--- src/rtl/key_conditioner.sv ---
// ============================================================================
// key_conditioner: synchronise and debounce one active-low pushbutton;
// emits a clean level, press/release/hold pulses and a press-toggled level.
// Revision: 1.0
// ============================================================================
`default_nettype none

module key_conditioner #(
  parameter int unsigned DEBOUNCE_CYCLES = 10000,
  parameter int unsigned HOLD_CYCLES     = 10000000,
  parameter int unsigned CNT_W           = 24,
  parameter bit          TOGGLE_INIT     = 1'b0
) (
  input  logic clock,
  input  logic reset,
  input  logic key_n,
  output logic pressed,
  output logic press_pulse,
  output logic release_pulse,
  output logic hold_pulse,
  output logic toggle
);

  typedef enum logic [1:0] {
    RELEASED  = 2'd0,
    PRESS_DEB = 2'd1,
    PRESSED   = 2'd2,
    REL_DEB   = 2'd3
  } state_t;

  localparam logic [CNT_W-1:0] c_deb_last  = CNT_W'(DEBOUNCE_CYCLES - 1);
  localparam logic [CNT_W-1:0] c_hold_last = CNT_W'(HOLD_CYCLES - 1);
  localparam logic [CNT_W-1:0] c_one       = CNT_W'(1);
  localparam logic [CNT_W-1:0] c_zero      = '0;

  logic             r_s1;
  logic             r_s2;
  state_t           r_state;
  logic [CNT_W-1:0] r_deb_cnt;
  logic [CNT_W-1:0] r_hold_cnt;
  logic             r_hold_done;
  logic             r_pressed;
  logic             r_press_pulse;
  logic             r_release_pulse;
  logic             r_hold_pulse;
  logic             r_toggle;

  state_t           w_state_nxt;
  logic [CNT_W-1:0] w_deb_cnt_nxt;
  logic [CNT_W-1:0] w_hold_cnt_nxt;
  logic             w_hold_done_nxt;
  logic             w_pressed_nxt;
  logic             w_press_pulse_nxt;
  logic             w_release_pulse_nxt;
  logic             w_hold_pulse_nxt;
  logic             w_toggle_nxt;

  // Two-flop synchroniser; the FSM below only ever looks at r_s2.
  always_ff @(posedge clock) begin
    if (!reset) begin
      r_s1 <= 1'b1;
      r_s2 <= 1'b1;
    end else begin
      r_s1 <= key_n;
      r_s2 <= r_s1;
    end
  end

  always_ff @(posedge clock) begin
    if (!reset) begin
      r_state         <= RELEASED;
      r_deb_cnt       <= c_zero;
      r_hold_cnt      <= c_zero;
      r_hold_done     <= 1'b0;
      r_pressed       <= 1'b0;
      r_press_pulse   <= 1'b0;
      r_release_pulse <= 1'b0;
      r_hold_pulse    <= 1'b0;
      r_toggle        <= TOGGLE_INIT;
    end else begin
      r_state         <= w_state_nxt;
      r_deb_cnt       <= w_deb_cnt_nxt;
      r_hold_cnt      <= w_hold_cnt_nxt;
      r_hold_done     <= w_hold_done_nxt;
      r_pressed       <= w_pressed_nxt;
      r_press_pulse   <= w_press_pulse_nxt;
      r_release_pulse <= w_release_pulse_nxt;
      r_hold_pulse    <= w_hold_pulse_nxt;
      r_toggle        <= w_toggle_nxt;
    end
  end

  always_comb begin
    w_state_nxt         = r_state;
    w_deb_cnt_nxt       = r_deb_cnt;
    w_hold_cnt_nxt      = r_hold_cnt;
    w_hold_done_nxt     = r_hold_done;
    w_pressed_nxt       = r_pressed;
    w_press_pulse_nxt   = 1'b0;
    w_release_pulse_nxt = 1'b0;
    w_hold_pulse_nxt    = 1'b0;
    w_toggle_nxt        = r_toggle;

    case (r_state)
      RELEASED: begin
        if (!r_s2) begin
          w_state_nxt   = PRESS_DEB;
          w_deb_cnt_nxt = c_zero;
        end
      end

      PRESS_DEB: begin
        if (r_s2) begin
          w_state_nxt   = RELEASED;
          w_deb_cnt_nxt = c_zero;
        end else if (r_deb_cnt == c_deb_last) begin
          w_state_nxt       = PRESSED;
          w_pressed_nxt     = 1'b1;
          w_press_pulse_nxt = 1'b1;
          w_toggle_nxt      = ~r_toggle;
          w_hold_cnt_nxt    = c_zero;
          w_hold_done_nxt   = 1'b0;
        end else begin
          w_deb_cnt_nxt = r_deb_cnt + c_one;
        end
      end

      // A release edge wins over a terminal hold count.
      PRESSED: begin
        if (r_s2) begin
          w_state_nxt   = REL_DEB;
          w_deb_cnt_nxt = c_zero;
        end else if (!r_hold_done) begin
          if (r_hold_cnt == c_hold_last) begin
            w_hold_pulse_nxt = 1'b1;
            w_hold_done_nxt  = 1'b1;
          end else begin
            w_hold_cnt_nxt = r_hold_cnt + c_one;
          end
        end
      end

      // Hold progress survives a rejected release bounce.
      REL_DEB: begin
        if (!r_s2) begin
          w_state_nxt = PRESSED;
        end else if (r_deb_cnt == c_deb_last) begin
          w_state_nxt         = RELEASED;
          w_pressed_nxt       = 1'b0;
          w_release_pulse_nxt = 1'b1;
        end else begin
          w_deb_cnt_nxt = r_deb_cnt + c_one;
        end
      end

      default: begin
        w_state_nxt = RELEASED;
      end
    endcase
  end

  assign pressed       = r_pressed;
  assign press_pulse   = r_press_pulse;
  assign release_pulse = r_release_pulse;
  assign hold_pulse    = r_hold_pulse;
  assign toggle        = r_toggle;

endmodule

`default_nettype wire
--- config.mk ---
export PLATFORM = sky130hd
export DESIGN_NAME = key_conditioner
export DESIGN_NICKNAME = d
export VERILOG_FILES = /design/src/rtl/key_conditioner.sv
export SDC_FILE = /design/constraint.sdc
export NUM_CORES = 1
export LEC_CHECK = 0
export BUFFER_PORTS_ARGS = -buffer_cell sky130_fd_sc_hd__buf_4
export CAP_MARGIN = 20
export CELL_PAD_IN_SITES_DETAIL_PLACEMENT = 1
export CELL_PAD_IN_SITES_GLOBAL_PLACEMENT = 1
export CORE_MARGIN = 1.5
export CORE_UTILIZATION = 25
export CTS_BUF_LIST = sky130_fd_sc_hd__clkbuf_8
export DETAILED_ROUTE_END_ITERATION = 12
export PLACE_DENSITY = 0.47
export SETUP_SLACK_MARGIN = 0.05
export SYNTH_ARGS = -nofsm -noshare
export SYNTH_HDL_FRONTEND = slang
export SYNTH_SLANG_ARGS = --single-unit
export TNS_END_PERCENT = 100
--- constraint.sdc ---
create_clock -name clock -period 2 [get_ports clock]
set_input_delay 0 -clock clock [delete_from_list [all_inputs] [get_ports clock]]
set_output_delay 0 -clock clock [all_outputs]
set_load 0.01 [all_outputs]
Word level (Yosys, flattened, before mapping)
Index checks and enable logic that the tools add are counted.
{ "word_totals": {"input_bits": 3, "register_bits": 58, "out_inout_bits": 5, "wordCells": 76} }
{ "classes": {"addsub": 2, "n_bitwise": 5, "n_eq_ne": 16, "n_mux": 30, "reduce_logical": 12} }
{ "op_table": {"columns": ["cell", "n"], "rows": [
  ["two-way mux 24 bit", 10],
  ["one-hot mux 24 bit (4 select lines)", 1],
  ["adder 24 x 1 -> 24 bit, second input constant", 2],
  ["one-hot mux 24 bit (2 select lines)", 1],
  ["== test 24 x 14 -> 1 bit, second input constant", 1],
  ["== test 24 bit, second input constant", 1],
  ["inequality test 2 bit, second input constant", 9],
  ["two-way mux 2 bit", 6],
  ["two-way mux 1 bit", 9],
  ["AND reduction 3 bit", 3],
  ["one-hot mux 2 bit (4 select lines)", 1],
  ["AND reduction 4 bit", 2],
  ["inequality test 3 bit, second input constant", 2],
  ["AND reduction 6 bit", 1],
  ["NOT 1 bit", 5],
  ["AND reduction 5 bit", 1],
  ["== test 2 bit, second input constant", 2],
  ["one-hot mux 1 bit (2 select lines)", 2],
  ["nonzero test 2 bit", 2],
  ["OR reduction 4 bit", 1],
  ["OR reduction 3 bit", 1],
  ["== test 2 x 1 -> 1 bit, second input constant", 1],
  ["logical NOT 2 bit", 1]
]} }

Logic depth before layout (Yosys ltp)
Gate-level depths: netlist of the first run.
{ "logic_depth": {"word_depth": 5, "depth_mapped": 9, "ltp_nobuf": 6} }

Worst setup path after synthesis of the first run
OpenSTA, ideal clock, no wires.
{ "synth_path": {"kind": "flip-flop to flip-flop", "start": "register r_hold_cnt[0]", "end": "register r_hold_cnt[1]", "synth_period_minus_slack_ns": 2.110, "t_arrival_ns": 1.994, "required_time_ns": 1.884, "setup_ns": 0.116, "path_buffers": 2, "stages_incl_launch_ff": 9, "path_slack_ns": -0.110, "cell_sequence": "dfxtp_1 > ha_1 > nand2_1 > or4_1 > buf_6 > o21ai_4 > buf_8 > a211oi_4 > a41o_1"} }
{ "synth_between": {"elab_chain_len": 5, "elab_cells_between_ends": 8, "cone_classes": "add/sub (1); eq/ne (2); mux (4); reduce/logical (1)"} }
{ "synth_rtl": {"columns": ["element", "line", "source"], "rows": [
  ["start, declared", "40", "logic [CNT_W-1:0] r_hold_cnt;"],
  ["start signal, assigned", "73", "r_hold_cnt <= c_zero;"],
  ["start signal, assigned", "83", "r_hold_cnt <= w_hold_cnt_nxt;"],
  ["adder 24 x 1 -> 24 bit", "138", "w_hold_cnt_nxt = r_hold_cnt + c_one;"],
  ["two-way mux 24 bit", "134", "if (r_hold_cnt == c_hold_last) begin"],
  ["two-way mux 24 bit", "133", "end else if (!r_hold_done) begin"],
  ["two-way mux 24 bit", "130", "if (r_s2) begin"],
  ["one-hot mux 24 bit (2 select lines)", "104", "case (r_state)"]
]} }
Parallel ways exist; a longest one is shown, timed or not. The select of a mux whose other input is x is not followed.
A chain may end at the register's enable or synchronous reset.

Worst setup path after layout of the first run
{ "layout_path": {"start": "register r_deb_cnt[14]", "end": "register r_hold_cnt[1]"} }
{ "layout_between": {"elab_chain_len": 3} }
{ "layout_rtl": {"columns": ["element", "line", "source"], "rows": [
  ["start, declared", "39", "logic [CNT_W-1:0] r_deb_cnt;"],
  ["start signal, assigned", "72", "r_deb_cnt <= c_zero;"],
  ["start signal, assigned", "82", "r_deb_cnt <= w_deb_cnt_nxt;"],
  ["== test 24 x 14 -> 1 bit", "116", "end else if (r_deb_cnt == c_deb_last) begin"],
  ["inequality test 2 bit (no source line)", null, null],
  ["AND reduction 6 bit (no source line)", null, null]
]} }
Every way passes these cells.

==> out/metrics.csv, run 1 <==
metric,value,unit
cap_violations,0,
clkLatencyLatePin,370,ps
status,finished clean,
syn_inst,390,
reg2reg_slack,50,ps
ys_ff_latch,58,
grt_pass1_vias,3372,
antenna_cells,0,
die_h,118,um
avgViaCountPerCell,5.00,
p_per_area,499,nW/um^2
crit_path_start_kind,register,
fin_crit_sh,97.6,%
dpl.hpwl,7.56,mm
initial_utilization,25.9,%
grtUsageTotal,16.6,%
crit_type,register to register,
synth_area,3290,sq um
highest_layer,met4,
drt_iter0_drc,89,
synth.top_cell.area_share,35.3,%
cp_slowest_cell,or4_4,
dp_slack,-57.1,ps
vias,3242,
drcViolationCount,0,
r2r_start,r_deb_cnt[14],
synth_nets,395,
synthAdderAreaFrac,1.06,%
path_cells,"nor4b_4, buf_4, nand3_4, buf_12, or4_4, a211oi_4, a41o_1",
fmax,513,MHz
route.met2.wl,5.92,mm
met1Wirelength,4.93,mm
min_period,1950,ps
synth_top_family_by_area,simple AND/OR/NAND/NOR gates,
synthMuxAreaShare,3.34,%
max-vdd-ir-drop,0.254,mV
overflow,0,
io_pins,8,
place_inst,617,
place_congestion,0.746,
portBuffers,7,
min_to,r_s2,
dr.pass1.iters,4,
root_buffer,clkbuf_8,
synth_compound_area_share,15.0,%
wl_met3,204,um
final_nets,478,
timing.rr.end,r_hold_cnt[1],
fp-row-count,41,
grt_start_max_net_pins,23,
setup_viol,0,
min-delay-start,r_s1,
core,12700,sq um
synth_xor_area_share,4.52,%
ant_nets,0,
ys_warn_count,0,
hp-class,register to register,
critPathMaxFanout,5,
holdPathStages,1,
cpPeakStageDelay,560,ps
wl,11.2,mm
die_x,118,um
max-slew-margin-rel,69.4,%
ys_seq_area_share,35.3,%
finalWorstSetupSlack,49.0,ps
report.final.slew_viol_count,0,
antenna_found_initial,0,
fp.dieArea,13900,sq um
grt_pass1_wl,17.8,mm
worstMarginPinSlew,456,ps
cts_tree,yes,
areaGrowthSynthToFinish,38.6,%
synthArstFlopShare,0,%
cts_buffers,9,
cp.arrival,2260,ps
clockBufferDepth,2,
required,2310,ps
cts.sinks,58,
yosys-top-cells-area,"dfxtp_1, nand2_1, a21oi_1, nand3_1, mux2i_1",
synthFlopType,dfxtp_1,
synth_edf_count,0,
synthSimpleGateAreaFrac,36.2,%
synth.distinct_cells,63,
drive_above_1_share,34.8,%
r2r_cells,7,
rsz0062_at_grt,true,
fin_skew,9.46,ps
hold_violations,0,
avgSynthCellArea,8.44,sq um
cts-htree-levels,3,
wl_per_cell,17.3,um
final_cells,649,
yosysTopAreaCell,dfxtp_1,
power.total,2.28,mW
cts.clk_slew.worst_paths,70,ps
cp-end-kind,register,
leakage,1.60,nW
cell families (layout without fill, tap and decap cells):
logic type	after synthesis	count (layout)
and+or+nand+nor	203	204
AOI/OAI and AO/OA	70	70
buffers and inverters	28	114
DFF	58	58
xor gates and xnor gates	17	17
muxes	11	11
adders and majority gates	3	3
sequential cells by signal (all words and copies together), names as in the netlist, named ones only:
name and flops:
hold_pulse 1, pressed 1, r_state 1, toggle 1, press_pulse 1, r_hold_done 1
r_hold_cnt 24, r_deb_cnt 24, r_s1 1, release_pulse 1, r_s2 1
what timing repair did:
action | 4_1_cts | 5_1_grt
hold endpoints to repair | 7 | 0
gates resized for setup | 18 | 45
setup endpoints to repair | 25 | 30
pin swaps | 7 | 13
gates cloned | 2 | 2
hold buffers | 3 | 0
setup buffers | 5 | 5
critical path: cells and delay by family (launching register included):
| kind | cells | cell delay, ps |
|---|---|---|
| compound gates | 2 | 340 |
| flops | 1 | 340 |
| buf+inv | 2 | 310 |
| simple gates | 3 | 910 |
layout make-up:
cell class                 count  area [sq um]
clock buffer                  11           151
clock inverter                 4          15.0
fill                        1545          8160
inverter                       8          30.0
multi-input combinational    305          2200
sequential                    58          1180
tap                          172           215
timing repair buffer          91           767
report_power, final:
group	total (mW)	leakage (nW)	switching [mW]	internal, mW
Sequential	1.16	0.474	0.00538	1.16
Clock	0.990	0.100	0.497	0.493
Combinational	0.126	1.02	0.0729	0.0533
Total	2.28	1.60	0.576	1.70
routing by layer:
| metal | up-vias | global-route usage [%] |
|---|---|---|
| met5 | - | 0 |
| met4 | 0 | 6.40 |
| met3 | 12 | 3.78 |
| met2 | 15 | 29.9 |
| met1 | 1611 | 19.0 |
| li1 | 1604 | - |
cell usage in the layout (no fill, tap or decap), types with 5 or more instances in the layout:
master and count:
nand2_1 40, xor2_1 8, nor2_1 25, mux2i_1 11, inv_1 12, or4_1 6, nor3_1 10, buf_6 7
and3_1 5, xnor2_1 9, or4_4 6, o21ai_0 5, a21oi_1 15, and2_1 7, a21oi_2 11, a21o_1 5
nand2b_1 15, buf_4 77, dfxtp_1 47, nand4_1 15, dfxtp_2 8, o211ai_1 6, nor4_1 6, nand3_1 21
o31ai_1 6, clkbuf_8 11
Yosys cell counts, drive strengths merged, types with 5 or more instances:
library cell  number
dfxtp             58
nand2             41
a21oi             27
nor2              27
nand3             24
nand4             16
nand2b            15
clkbuf            11
mux2i             11
nor3              11
nor4              11
o21ai             11
or4               11
buf                9
xnor2              9
inv                8
xor2               8
and2               7
or3                7
and3               6
nor4b              6
o211ai             6
o31ai              6
a21o               5
metrics by stage:
step           TNS, ps  area (sq um)  util [%]  hold WS (ps)
5_1_grt           -384          4560      35.9           430
3_3_place_gp      -830          4010      31.5           186
2_1_floorplan        0          3320         -           101
6_report             0          4560      35.9           417
4_1_cts              0          4350      34.2           418
3_5_place_dp      -765          4010      31.5           190
worst max-delay path by stage:
stage	start	to	slack [ps]	cells past startpoint
final	r_deb_cnt[14]	r_hold_cnt[1]	50	7
after global routing	r_deb_cnt[21]	r_hold_cnt[22]	-80	7
after CTS	r_deb_cnt[14]	toggle	9	7
after detailed placement	r_deb_cnt[12]	r_hold_cnt[14]	-60	7
after global placement	r_deb_cnt[12]	toggle	-80	7
after floorplan	r_hold_cnt[1]	r_hold_cnt[1]	60	8
No activity file was read; power rests on OpenSTA's default activity.
==> run 2, diff against run 1 <==
PLACE_DENSITY = 0.45   (was 0.47)
clock period = 2.4 ns   (was 2 ns; I/O delays follow)
==> run 2 against run 1 <==
Sequential power decreased by 16%. Sequential cell count unchanged. Via count decreased by 8.5%. Clock skew increased by 2.2 ps. Setup slack improved by 170 ps.
==> out/metrics.csv, run 2 (synthesized netlist as in run 1, its figures left out) <==
metric,value,unit,change
finalSetupTns,0,ps,unchanged
fin_skew,11.7,ps,was 9.46 ps
cp-end-kind,register,,unchanged
place_congestion,0.730,,was 0.746
cts.clk_slew.worst_paths,80,ps,was 70 ps
cp.arrival,2400,ps,was 2260 ps
avgViaCountPerCell,4.97,,was 5.00
final_common_cell,dfxtp_1,,was buf_4
r2r_start,r_deb_cnt[12],,was r_deb_cnt[14]
initial_utilization,25.9,%,unchanged
clockBufferDepth,2,,unchanged
hp-class,register to register,,unchanged
drive_above_1_share,17.6,%,was 34.8%
p_per_area,576,nW/um^2,was 499 nW/um^2
final_cell_mix,"dfxtp_1, nand2_1, buf_4, nor2_1",,"was buf_4, dfxtp_1, nand2_1, nor2_1, nand3_1"
crit_type,register to register,,unchanged
grt_pass1_wl,16.5,mm,was 17.8 mm
grtUsageTotal,14.8,%,was 16.6%
fp-row-count,41,,unchanged
portBuffers,7,,unchanged
reg.largest.list,"r_deb_cnt: 24 flops, r_hold_cnt: 24 flops",,unchanged
die_x,118,um,unchanged
drcViolationCount,0,,unchanged
fin_util,31.2,%,was 35.9%
cts_buffers,9,,unchanged
max-vdd-ir-drop,0.229,mV,was 0.254 mV
root_buffer,clkbuf_8,,unchanged
drt_iter0_drc,86,,was 89
hold_violations,0,,unchanged
cts-htree-levels,3,,unchanged
dr.pass1.iters,6,,was 4
dpl.hpwl,7.27,mm,was 7.56 mm
cap_violations,0,,unchanged
cts_tree,yes,,unchanged
cts.sinks,58,,unchanged
cp-startpoint,r_deb_cnt[12],,was r_deb_cnt[14]
grt_start_max_net_pins,23,,unchanged
report.final.slew_viol_count,0,,unchanged
core,12700,sq um,unchanged
io_pins,8,,unchanged
ant_nets,0,,unchanged
die_h,118,um,unchanged
min_period,2180,ps,was 1950 ps
fin_crit_sh,91.0,%,was 97.6%
status,finished clean,,unchanged
rsz0062_at_grt,false,,was true
power.total,2.28,mW,about the same
antenna_cells,0,,unchanged
overflow,0,,unchanged
fmax,458,MHz,was 513 MHz
wl,9.86,mm,was 11.2 mm
min-delay-start,r_s1,,unchanged
fp.dieArea,13900,sq um,unchanged
grt_pass1_vias,3042,,was 3372
worstMarginPinSlew,575,ps,was 456 ps
final_nets,425,,was 478
setup_viol,0,,unchanged
postCtsSetupRepairBufs,0,,was 5
areaGrowthSynthToFinish,20.4,%,was 38.6%
wl_per_cell,16.5,um,was 17.3 um
vias,2967,,was 3242
leakage,1.30,nW,was 1.60 nW
antenna_found_initial,0,,unchanged
crit_path_start_kind,register,,unchanged
required,2610,ps,was 2310 ps
max-slew-margin-rel,61.4,%,was 69.4%
critPathMaxFanout,13,,was 5
clkLatencyLatePin,340,ps,was 370 ps
-- run 2: worst max-delay path, cell delays in order, from the launching register on --
cell     delay (ps)
dfxtp_1         370
nor4b_1         320
nand3_1         280
or4_4           700
nand2_1         120
buf_4           200
a21oi_1          60
-- run 2: metal layers --
layer	vias to the layer above	share of wire, %	GRT usage (%)
met2	22	44	22.9
met4	0	0.97	3.89
met5	-	0	0
met1	1449	53	21.2
li1	1491	-	-
met3	5	2.1	2.66
-- run 2: what timing repair did --
| item | 4_1_cts | 5_1_grt |
|---|---|---|
| hold buffers | 3 | 0 |
| endpoints found under the setup margin | 0 | 3 |
| resized for setup | 0 | 1 |
| hold endpoints to repair | 5 | 0 |
-- run 2: layout make-up --
class,instances,area [sq um]
Clock buffer,10,138
Clock inverter,6,129
Fill cell,1539,8760
Inverter,8,30.0
Multi-Input combinational cell,304,1980
Sequential cell,58,1160
Tap cell,172,215
Timing Repair Buffer,39,313
-- run 2: path summary, 6_finish.rpt --
kind / endpoint / slack [ps] / cells past startpoint
max: r_hold_cnt[8] / 220 / 6
min reg2reg: r_s2 / 430 / 1
min: r_s2 / 430 / 1
max reg2reg: r_hold_cnt[8] / 220 / 6
-- run 2: through the flow --
stage          setup slack (ps)  instances  instance area (sq um)  hold slack, ps
2_1_floorplan               290        390                   3290             101
3_3_place_gp                247        578                   3670             186
3_5_place_dp                232        578                   3670             189
4_1_cts                     223        597                   3970             442
5_1_grt                    61.1        597                   3970             451
6_report                    216        597                   3970             426
-- run 2: where the power goes --
group | total [mW] | internal [mW] | switching (mW)
Sequential | 0.971 | 0.967 | 0.00428
Combinational | 0.0799 | 0.0281 | 0.0518
Clock | 1.23 | 0.818 | 0.415
Total | 2.28 | 1.81 | 0.471
